===== src/rtl/battle_engine_param.sv =====
// Parametrised turn-based melee engine: one handshaked move per side per turn.
// Optional macro BATTLE_ACCURACY_EN adds an LFSR-driven miss chance.
module battle_engine_param #(
  parameter int HP_W        = 8,
  parameter int MAX_HP      = 100,
  parameter int AMMO_W      = 5,
  parameter int SWORD_INIT  = 3,
  parameter int BAT_INIT    = 3,
  parameter int DMG_FIST    = 2,
  parameter int DMG_SWORD   = 10,
  parameter int DMG_BAT     = 6,
  parameter int HEAL_AMT    = 8,
  parameter int MISS_THRESH = 64
) (
  input  logic              clk,
  input  logic              rst_n,
  input  logic              collision_detected,
  input  logic [1:0]        player_choice,
  input  logic              player_valid,
  output logic              player_ready,
  input  logic [1:0]        enemy_choice,
  input  logic              enemy_valid,
  output logic              enemy_ready,
  output logic [HP_W-1:0]   player_HP,
  output logic [HP_W-1:0]   enemy_HP,
  output logic [AMMO_W-1:0] player_remained_sword,
  output logic [AMMO_W-1:0] player_remained_baseballbat,
  output logic [AMMO_W-1:0] enemy_remained_sword,
  output logic [AMMO_W-1:0] enemy_remained_baseballbat,
  output logic              last_miss,
  output logic              player_win,
  output logic              enemy_win
);

  typedef enum logic [2:0] {
    S_IDLE, S_P_TURN, S_P_APPLY, S_E_TURN, S_E_APPLY, S_DONE
  } state_t;

  typedef logic [HP_W-1:0]   hp_t;
  typedef logic [HP_W:0]     hpx_t;
  typedef logic [AMMO_W-1:0] ammo_t;

  localparam hp_t   HP_FULL = hp_t'(MAX_HP);
  localparam ammo_t SW_FULL = ammo_t'(SWORD_INIT);
  localparam ammo_t BT_FULL = ammo_t'(BAT_INIT);

  state_t     r_state, w_state_n;
  hp_t        r_php, r_ehp, w_php_n, w_ehp_n;
  ammo_t      r_psw, r_pbat, r_esw, r_ebat;
  ammo_t      w_psw_n, w_pbat_n, w_esw_n, w_ebat_n;
  logic [1:0] r_choice, w_choice_n;
  logic       r_ended, w_ended_n;
  logic       r_pwin, r_ewin, w_pwin_n, w_ewin_n;
  logic       r_miss, w_miss_n;
  logic       w_miss_roll;

`ifdef BATTLE_ACCURACY_EN
  logic [7:0] r_lfsr;

  always_ff @(posedge clk or negedge rst_n) begin
    if (!rst_n) r_lfsr <= 8'hA5;
    else        r_lfsr <= {r_lfsr[6:0],
                           r_lfsr[7] ^ r_lfsr[5] ^ r_lfsr[4] ^ r_lfsr[3]};
  end

  assign w_miss_roll = 32'(r_lfsr) < MISS_THRESH;
`else
  logic w_unused_thresh;
  assign w_unused_thresh = MISS_THRESH > 0;
  assign w_miss_roll     = 1'b0;
`endif

  // Shared attacker/defender datapath, steered by which side is applying
  logic  w_is_p, w_heal, w_attack, w_miss;
  ammo_t w_att_sw, w_att_bat, w_att_sw_n, w_att_bat_n;
  hp_t   w_att_hp, w_def_hp, w_att_hp_n, w_def_hp_n;
  hpx_t  w_dmg, w_sub, w_add;

  always_comb begin
    w_is_p      = r_state == S_P_APPLY;
    w_att_sw    = w_is_p ? r_psw  : r_esw;
    w_att_bat   = w_is_p ? r_pbat : r_ebat;
    w_att_hp    = w_is_p ? r_php  : r_ehp;
    w_def_hp    = w_is_p ? r_ehp  : r_php;
    w_att_sw_n  = w_att_sw;
    w_att_bat_n = w_att_bat;
    w_dmg       = hpx_t'(DMG_FIST);
    w_heal      = 1'b0;
    w_attack    = 1'b1;
    case (r_choice)
      2'b01: if (w_att_sw != '0) begin
        w_att_sw_n = w_att_sw - ammo_t'(1);
        w_dmg      = hpx_t'(DMG_SWORD);
      end
      2'b10: if (w_att_bat != '0) begin
        w_att_bat_n = w_att_bat - ammo_t'(1);
        w_dmg       = hpx_t'(DMG_BAT);
      end
      2'b11: begin
        w_heal   = 1'b1;
        w_attack = 1'b0;
        w_dmg    = '0;
      end
      default: ;
    endcase
    w_miss = w_attack & w_miss_roll;
    if (w_miss) w_dmg = '0;
    w_sub      = {1'b0, w_def_hp} - w_dmg;
    w_def_hp_n = w_sub[HP_W] ? '0 : w_sub[HP_W-1:0];
    w_add      = {1'b0, w_att_hp} + hpx_t'(HEAL_AMT);
    w_att_hp_n = w_att_hp;
    if (w_heal)
      w_att_hp_n = (w_add > hpx_t'(MAX_HP)) ? HP_FULL : w_add[HP_W-1:0];
  end

  always_comb begin
    w_state_n  = r_state;
    w_php_n    = r_php;
    w_ehp_n    = r_ehp;
    w_psw_n    = r_psw;
    w_pbat_n   = r_pbat;
    w_esw_n    = r_esw;
    w_ebat_n   = r_ebat;
    w_choice_n = r_choice;
    w_ended_n  = r_ended;
    w_pwin_n   = r_pwin;
    w_ewin_n   = r_ewin;
    w_miss_n   = 1'b0;
    case (r_state)
      S_IDLE: if (collision_detected) begin
        w_state_n = S_P_TURN;
        w_pwin_n  = 1'b0;
        w_ewin_n  = 1'b0;
        w_ended_n = 1'b0;
        if (r_ended) begin
          w_php_n  = HP_FULL;
          w_ehp_n  = HP_FULL;
          w_psw_n  = SW_FULL;
          w_pbat_n = BT_FULL;
          w_esw_n  = SW_FULL;
          w_ebat_n = BT_FULL;
        end
      end
      S_P_TURN: begin
        if (!collision_detected) w_state_n = S_IDLE;
        else if (player_valid) begin
          w_choice_n = player_choice;
          w_state_n  = S_P_APPLY;
        end
      end
      S_E_TURN: begin
        if (!collision_detected) w_state_n = S_IDLE;
        else if (enemy_valid) begin
          w_choice_n = enemy_choice;
          w_state_n  = S_E_APPLY;
        end
      end
      S_P_APPLY: begin
        w_psw_n  = w_att_sw_n;
        w_pbat_n = w_att_bat_n;
        w_php_n  = w_att_hp_n;
        w_ehp_n  = w_def_hp_n;
        w_miss_n = w_miss;
        if (w_def_hp_n == '0) begin
          w_state_n = S_DONE;
          w_pwin_n  = 1'b1;
          w_ended_n = 1'b1;
        end else w_state_n = S_E_TURN;
      end
      S_E_APPLY: begin
        w_esw_n  = w_att_sw_n;
        w_ebat_n = w_att_bat_n;
        w_ehp_n  = w_att_hp_n;
        w_php_n  = w_def_hp_n;
        w_miss_n = w_miss;
        if (w_def_hp_n == '0) begin
          w_state_n = S_DONE;
          w_ewin_n  = 1'b1;
          w_ended_n = 1'b1;
        end else w_state_n = S_P_TURN;
      end
      S_DONE: if (!collision_detected) w_state_n = S_IDLE;
      default: w_state_n = S_IDLE;
    endcase
  end

  always_ff @(posedge clk or negedge rst_n) begin
    if (!rst_n) begin
      r_state  <= S_IDLE;
      r_php    <= HP_FULL;
      r_ehp    <= HP_FULL;
      r_psw    <= SW_FULL;
      r_pbat   <= BT_FULL;
      r_esw    <= SW_FULL;
      r_ebat   <= BT_FULL;
      r_choice <= 2'b00;
      r_ended  <= 1'b0;
      r_pwin   <= 1'b0;
      r_ewin   <= 1'b0;
      r_miss   <= 1'b0;
    end else begin
      r_state  <= w_state_n;
      r_php    <= w_php_n;
      r_ehp    <= w_ehp_n;
      r_psw    <= w_psw_n;
      r_pbat   <= w_pbat_n;
      r_esw    <= w_esw_n;
      r_ebat   <= w_ebat_n;
      r_choice <= w_choice_n;
      r_ended  <= w_ended_n;
      r_pwin   <= w_pwin_n;
      r_ewin   <= w_ewin_n;
      r_miss   <= w_miss_n;
    end
  end

  assign player_ready                = r_state == S_P_TURN;
  assign enemy_ready                 = r_state == S_E_TURN;
  assign player_HP                   = r_php;
  assign enemy_HP                    = r_ehp;
  assign player_remained_sword       = r_psw;
  assign player_remained_baseballbat = r_pbat;
  assign enemy_remained_sword        = r_esw;
  assign enemy_remained_baseballbat  = r_ebat;
  assign last_miss                   = r_miss;
  assign player_win                  = r_pwin;
  assign enemy_win                   = r_ewin;

endmodule


===== config.mk =====
export PLATFORM = sky130hd
export DESIGN_NAME = battle_engine_param
export DESIGN_NICKNAME = d
export VERILOG_FILES = /design/src/rtl/battle_engine_param.sv
export SDC_FILE = /design/constraint.sdc
export NUM_CORES = 1
export LEC_CHECK = 0
export ABC_CLOCK_PERIOD_IN_PS = 6800
export CAP_MARGIN = 20
export CORE_MARGIN = 2
export CORE_UTILIZATION = 25
export CTS_CLUSTER_DIAMETER = 100
export CTS_CLUSTER_SIZE = 12
export DETAILED_ROUTE_END_ITERATION = 16
export GPL_ROUTABILITY_DRIVEN = 1
export PLACE_DENSITY_LB_ADDON = 0.3
export RECOVER_POWER = 25
export SYNTH_ARGS = -nofsm -noshare
export SYNTH_HDL_FRONTEND = slang
export SYNTH_SLANG_ARGS = --single-unit

===== constraint.sdc =====
create_clock -name clk -period 6.8 [get_ports clk]
set_clock_uncertainty 0.1 [all_clocks]
set_input_delay 1.36 -clock clk [delete_from_list [all_inputs] [get_ports clk]]
set_output_delay 1.36 -clock clk [all_outputs]
set_load 0.01 [all_outputs]

# Yosys cells after proc, flatten, opt, wreduce, memory -nomap -nowiden
# Cells that the tools add are included.
# totals
ff_bits	44
out_inout_bits	41
# classes
n_addsub	4
order_cmp	1
eq_ne	20
muxes	44
n_reduce_logical	18
# ops
cell	n
2-to-1 mux 8 bit	7
case mux 8 bit (3 select lines)	2
2-to-1 mux 5 bit	8
case mux 5 bit (2 select lines)	4
2-to-1 mux 3 bit	9
case mux 3 bit (6 select lines)	1
AND reduction 3 bit	6
inequality test 2 bit, second input constant	8
case mux 4 bit (3 select lines)	1
nonzero test 5 bit	2
subtractor 5 x 1 -> 5 bit, second input constant	2
adder 8 x 4 -> 9 bit, second input constant	1
greater-than comparator 9 x 7 -> 1 bit, second input constant	1
subtractor 8 x 9 -> 9 bit	1
zero test 8 bit	1
2-to-1 mux 2 bit	4
nonzero test 2 bit	4
== test 3 x 2 -> 1 bit, second input constant	2
== test 3 bit, second input constant	2
inequality test 3 bit, second input constant	2
case mux 1 bit (2 select lines)	3
AND reduction 5 bit	1
== test 2 bit, second input constant	2
2-to-1 mux 4 bit	1
9 further kinds	12

# Longest topological paths before layout
# Gate-level depths: netlist of run 1.
# logic_depth
ltp_word	10
mapped_depth	16
ltp_nobuf	12

# Worst setup path before layout of run 1
# OpenSTA, ideal clock, no wires.
# synth_path
path_kind	reg2reg
from	register r_state[0]
to	register r_state[1]
arrival_ps	3815
slack_ps	2767
path_stages_with_launch	16
path_cell_list	dfrtp_1 buf_2 nor3b_1 buf_2 buf_2 mux2i_1 ha_1 a311oi_4 inv_2 ha_1 a21oi_1 and2_1 clkbuf_1 o21ai_0 a221o_1 a21o_1
# synth_between
elab_chain_cells	10
word_cells_on_any_way	24
classes_between	add/sub (1); eq/ne (9); mux (9); reduce/logical (5)
# synth_rtl
element	line_no	source
start: declaration	47	state_t r_state, w_state_n;
start signal: assignment	202	r_state <= w_state_n;
== test 3 x 2 -> 1 bit	80, 129	
2-to-1 mux 5 bit (on tied branches)	82, 81	
nonzero test 5 bit (on tied branches)	95, 91	
2-to-1 mux 3 bit or 2-to-1 mux 4 bit (tied branches)	95, 91	
case mux 4 bit (3 select lines)	90	case (r_choice)
subtractor 8 x 9 -> 9 bit	108	w_sub = {1'b0, w_def_hp} - w_dmg;
2-to-1 mux 8 bit	109	w_def_hp_n = w_sub[HP_W] ? '0 : w_sub[HP_W-1:0];
zero test 8 bit	164	if (w_def_hp_n == '0) begin
2-to-1 mux 3 bit	164	
case mux 3 bit (6 select lines)	129	case (r_state)
# Several ways; a longest one is shown, not always the timed one.
# A chain may end at the register's enable or synchronous reset.

# Final worst setup path of run 1
# layout_path
from	register r_state[1]
to	register r_state[1]
# Same word-level chain as after synthesis.

==> results of run 1 <==
[placed cells by master, fill, tap and decap left out, types with 2 or more instances in the layout]
master and n:
nor2b_1 3, clkbuf_16 5, nor3_1 6, o31ai_1 4, nand3_1 10, buf_4 4, dfrtp_1 30, o21a_1 6
o21ai_0 18, and2_1 5, clkbuf_1 2, nor4_1 2, and3_1 3, a22o_1 9, xor2_1 6, a21oi_1 23
a41o_1 3, nand4_1 7, clkbuf_8 2, a31oi_1 10, inv_2 2, o21ai_1 12, nand2_1 41, nand3b_1 2
nor2_1 30, o22a_1 4, o211ai_1 2, inv_1 13, dfstp_2 14, a21boi_0 2, mux2i_1 19, a22oi_1 4
nand2b_1 5, ha_1 7, xnor2_1 7, o2111ai_1 2, clkdlybuf4s50_1 47
[cell families (layout without fill, tap and decap cells)]
| kind of cell | after synthesis | count (layout) | synth area share |
|---|---|---|---|
| buffers and inverters | 36 | 76 | 0.05107 |
| multiplexers | 21 | 21 | 0.07012 |
| other | 1 | 1 | 0.001215 |
| adder cells (fa/ha/maj) | 8 | 8 | 0.03486 |
| AO/OA/AOI/OAI | 115 | 115 | 0.2558 |
| flip-flops | 44 | 44 | 0.3624 |
| XOR/XNOR | 13 | 13 | 0.03689 |
| AND/OR/NAND/NOR | 120 | 120 | 0.1877 |
[path summary, 6_finish.rpt]
path,from,endpoint,slack [ps],cells past startpoint
max,r_state[1],r_state[1],2500,13
min,r_ended,r_ended,420,2
max reg2reg,r_state[1],r_state[1],2500,13
min reg2reg,r_ended,r_ended,420,2
max in group asynchronous,rst_n,r_choice[0],3670,2
min in group asynchronous,rst_n,enemy_HP[0],1180,1
[stage by stage]
stage	area [µm²]	hold slack [ps]	std cells
floorplan	3087	369.2	358
global placement	3680	400.2	536
detailed placement	3680	404.3	536
CTS	3862	427.7	544
global route	3865	438.4	545
finish	3865	421.1	545
[worst max-delay path: stages, from the launching register on]
cell and delay (ps):
dfrtp_1 650, or3b_1 390, buf_4 260, mux2i_1 210, ha_1 280, a31oi_2 290, inv_2 100, fa_1 440
a21oi_1 440, xor2_1 120, nor3_1 170, o21ai_0 100, a221o_1 400, a21o_1 200
[metal layers]
layer | vias up | share of wire | GRT usage
met3 | 9 | 0.046 | 0.02478
met4 | 0 | 0.0084 | 0.03213
met1 | 1404 | 0.48 | 0.1941
met5 | - | 0 | 0
li1 | 1381 | - | -
met2 | 94 | 0.46 | 0.2263
[flip-flops by register name (all words and copies together), names as in the netlist]
name	cells
enemy_HP	8
player_HP	8
enemy_remained_baseballbat	5
enemy_remained_sword	5
player_remained_baseballbat	5
player_remained_sword	5
r_state	3
r_choice	2
enemy_win	1
player_win	1
r_ended	1
[layout make-up]
type                            count  area share
Sequential cell                    44      0.2894
Inverter                           15     0.01457
Clock inverter                      1    0.007769
Timing Repair Buffer               53      0.1314
Tap cell                          147     0.04759
Clock buffer                        7     0.03949
Multi-Input combinational cell    278      0.4697
[power by group through the flow]
stage / logic [mW] / registers [mW] / clock network, mW
after global placement: 1.02 / 0.526 / 0
after CTS: 1.03 / 0.522 / 0.304
final: 1.03 / 0.523 / 0.296
after detailed placement: 1.02 / 0.525 / 0
after global routing: 1.13 / 0.542 / 0.314
after floorplan: 0.725 / 0.477 / 0
==> results.cfg, run 1 <==
[status]
run_status = complete, no violations

[route]
drtPass1Iterations = 5
drt_iter0_drc = 170
wl_per_cell_um = 16.58
vias_per_cell = 5.299
postRouteAntennaNets = 0
drc_errors = 0
routed_wl_mm = 9.037
vias = 2888

[placed_design]
hpwlAfterDp_mm = 6.550
port_buffers = 48
place.gp.congestion = 0.8875
pre_cts_slack_ps = 2542

[critical_path]
start_kind = flip-flop
cp_max_fo = 35
arrival_ps = 4380
crit_type = reg2reg
worst_setup_path_end_kind = flip-flop
required_ps = 6880

[timing]
finalCritPeriodShare = 0.6328
tightest_slew_ps = 1292
fmax_mhz = 232.4
finalSetupViolations = 0
relSlewSlack = 0.1390
finalHoldViolations = 0
drv_slew = 0
worst_slack_ps = 2497
tns_ps = 0
post-route-min-period_ps = 4303
rsz0062_at_grt = false

[global_route]
grt_usage = 0.1395
grt_pass1_vias = 2836
grt_max_degree = 45
grt_overflow_total = 0
antenna_found_initial = 0
grt_first_pass_wirelength_mm = 14.85

[final_layout]
multi_input_area_um2 = 1815
fillers = 1265
fin_nets = 414
area_delta_synth_final_pct = 25.21
layout.core_utilization = 0.3218
drive_gt1_frac = 0.09296
antennaDiodeCount = 0
register_area_um2 = 1119

[power]
pwr-share-clk = 0.160
p_leak_nw = 1.571
p_int_mw = 1.013
p_comb_frac = 0.556
p_sw_mw = 0.8346
pwr_density_cell_nw_per_um2 = 478.0
ir_drop_mv = 0.1346
power_frac_seq = 0.283
p_total_mw = 1.848
swShare = 0.4517

[synth]
synthTopCellsByCount = 41 x nand2_1, 30 x dfrtp_1, 30 x nor2_1
synth_top_cell_by_area = dfrtp_1
syn_area_um2 = 3087
synthArstFlopShare = 1.000
synth-seq-cells = 44
synth.avg_cell_area_um2 = 8.622
synth_edf_count = 0
yosysMostFrequentCell = nand2_1
syn_inst = 358
synth_area_leaders = dfrtp_1 24%, dfstp_2 12%, mux2i_1 6.2%
syn-num-nets = 375
yosysWarnings = 0
yosysTopAreaCellShare = 0.2432
ys_seq_area_frac = 0.3624
synth_ff_type = dfrtp_1
synth_cell_types = 63

[clocking]
cts_resized = 0
clk_pin_slew_worst_paths_ps = 60
postCtsHoldBufs = 0
cts_tree = yes
clock_latency_ps = 280
cts_root_buf = clkbuf_16
cts_buffers = 5
postCtsSetupBuffers = 0
cts.htree.levels = 2
clockBufferDepth = 2
cts.sinks = 44

[flow_run]
drv_cap = 0

[hold_path]
hold_class = reg2reg

[die]
dieArea_um2 = 13250
core_area_um2 = 12010
chipWidth_um = 115.1
die_y_um = 115.1
num_rows = 40
start_util = 0.2570
ios = 50
Power figures use the tool's default switching activity.
==> run 2: changes to the inputs <==
--- a/config.mk
+++ b/config.mk
@@ -5,7 +5,7 @@
 export SDC_FILE = /design/constraint.sdc
 export NUM_CORES = 1
 export LEC_CHECK = 0
-export ABC_CLOCK_PERIOD_IN_PS = 6800
+export ABC_CLOCK_PERIOD_IN_PS = 3750
 export CAP_MARGIN = 20
 export CORE_MARGIN = 2
 export CORE_UTILIZATION = 25
==> constraint.sdc (replaced) <==
create_clock -name clk -period 3.75 [get_ports clk]
set_clock_uncertainty 0.1 [all_clocks]
set_input_delay 0.75 -clock clk [delete_from_list [all_inputs] [get_ports clk]]
set_output_delay 0.75 -clock clk [all_outputs]
set_load 0.01 [all_outputs]
==> results.cfg, run 2 (synthesis gave the netlist of run 1 again) <==
[clocking]
cts.sinks = 44
clk_pin_slew_worst_paths_ps = 60
cts.htree.levels = 2
clockBufferDepth = 2
cts_tree = yes
clock_latency_ps = 290
postCtsSetupBuffers = 0
postCtsHoldBufs = 0
cts_root_buf = clkbuf_16
cts_buffers = 5

[timing]
whs_ps = 407.2
tightest_slew_ps = 1555
drv_slew = 29
finalCritPeriodShare = 0.9595
finalSetupViolations = 0
finalHoldViolations = 0
relSlewSlack = -0.03693
worst_slack_ps = 151.7
fmax_mhz = 277.9
tns_ps = 0
post-route-min-period_ps = 3598

[global_route]
grt_use_met1 = 0.2010
grt_pass1_vias = 3000
grt_first_pass_wirelength_mm = 15.51
grt_max_degree = 45
top_usage_layer = met2
antenna_found_initial = 0
grt_usage = 0.1464
use_met2 = 0.2376
met3_usage = 0.02636
grt_overflow_total = 0

[final_layout]
area_delta_synth_final_pct = 30.73
fin_nets = 429
drive_gt1_frac = 0.1429
antennaDiodeCount = 0
final_cell_mix = 47 x clkdlybuf4s50_1, 41 x nand2_1, 30 x nor2_1, 30 x dfrtp_1, 21 x a21oi_1
mostFrequentLayoutCell = clkdlybuf4s50_1
layout.core_utilization = 0.3359

[die]
core_area_um2 = 12010
dieArea_um2 = 13250
num_rows = 40
die_y_um = 115.1
chipWidth_um = 115.1
ios = 50
start_util = 0.2570

[status]
run_status = finished, violations left
violations = max-capacitance violations, max-slew violations

[route]
routed_wl_mm = 9.493
vias_per_cell = 5.354
postRouteAntennaNets = 0
drtPass1Iterations = 5
drc_errors = 0
vias = 2998
drt_iter0_drc = 206
wl_per_cell_um = 16.95

[hold_path]
hold_class = reg2reg

[critical_path]
crit_type = reg2reg
start_kind = flip-flop
cp_max_fo = 6
worst_setup_path_end_kind = flip-flop
required_ps = 3830
arrival_ps = 3680

[placed_design]
place.gp.congestion = 0.9165
pre_cts_slack_ps = 81.57
hpwlAfterDp_mm = 6.800
port_buffers = 48

[power]
ir_drop_mv = 0.3029
p_leak_nw = 1.646
pwr_density_cell_nw_per_um2 = 884.1

[flow_run]
drv_cap = 1
-- run 2: cell types whose count changed in the layout (fill, tap and decap cells not counted), moves of 2 or more --
| cell | change |
|---|---|
| ha_1 | -2 |
| a21oi_1 | -2 |
| mux2i_2 | +2 |
| mux2i_1 | -2 |
| a21oi_4 | +2 |
| buf_4 | +14 |
| clkbuf_8 | -2 |
| ha_4 | +2 |
-- run 2: report_power, final --
part / switching (mW) / internal, mW
Clock: 0.190 / 0.314
Combinational: 1.18 / 0.982
Sequential: 0.235 / 0.670
Total: 1.60 / 1.97
-- run 2: worst paths after layout --
path / start / slack [ps] / end / cells past startpoint
setup / recovery: r_state[2] / 150 / r_state[1] / 13
hold / removal: r_ended / 410 / r_ended / 2
setup reg to reg: r_state[2] / 150 / r_state[1] / 13
min in group asynchronous: rst_n / 480 / enemy_HP[1] / 1
hold reg to reg: r_ended / 410 / r_ended / 2
max in group asynchronous: rst_n / 1140 / player_HP[7] / 2
-- run 2: per-layer routing --
metal / share of wire / vias up
met2: 0.47 / 120
met4: 0.015 / 0
met5: 0 / -
met1: 0.46 / 1442
met3: 0.056 / 17
li1: - / 1419
-- run 2: layout make-up --
| class | count | area [µm²] |
|---|---|---|
| fillers | 1240 | 7976 |
| multi-input cells | 278 | 1879 |
| flip-flops and latches | 44 | 1119 |
| repair buffers | 68 | 633.1 |
| well taps | 147 | 183.9 |
| clock buffers | 6 | 128.9 |
| inverters | 15 | 56.30 |
| clock inverters | 2 | 35.03 |
-- run 2: through the flow --
step	total power, mW	area (µm²)	instances
3_5_place_dp	2.956	3819	551
5_1_grt	3.830	4035	560
3_3_place_gp	2.950	3819	551
2_1_floorplan	2.214	3104	358
4_1_cts	3.485	3983	559
6_report	3.568	4035	560
-- run 2: timing repair --
action,4_1_cts,5_1_grt
hold endpoints to repair,0,0
resized for setup,0,8
endpoints found under the setup margin,0,5
-- run 2: critical path, cell delays in order, from the launching register on --
cell and delay [ps]:
dfrtp_1 410, or3b_4 440, buf_4 180, mux2i_1 140
ha_1 260, a31oi_2 170, inv_2 80, fa_1 470
a21oi_4 250, xor2_1 100, nor3_1 140, o21ai_0 110
a221o_1 420, a21o_1 210
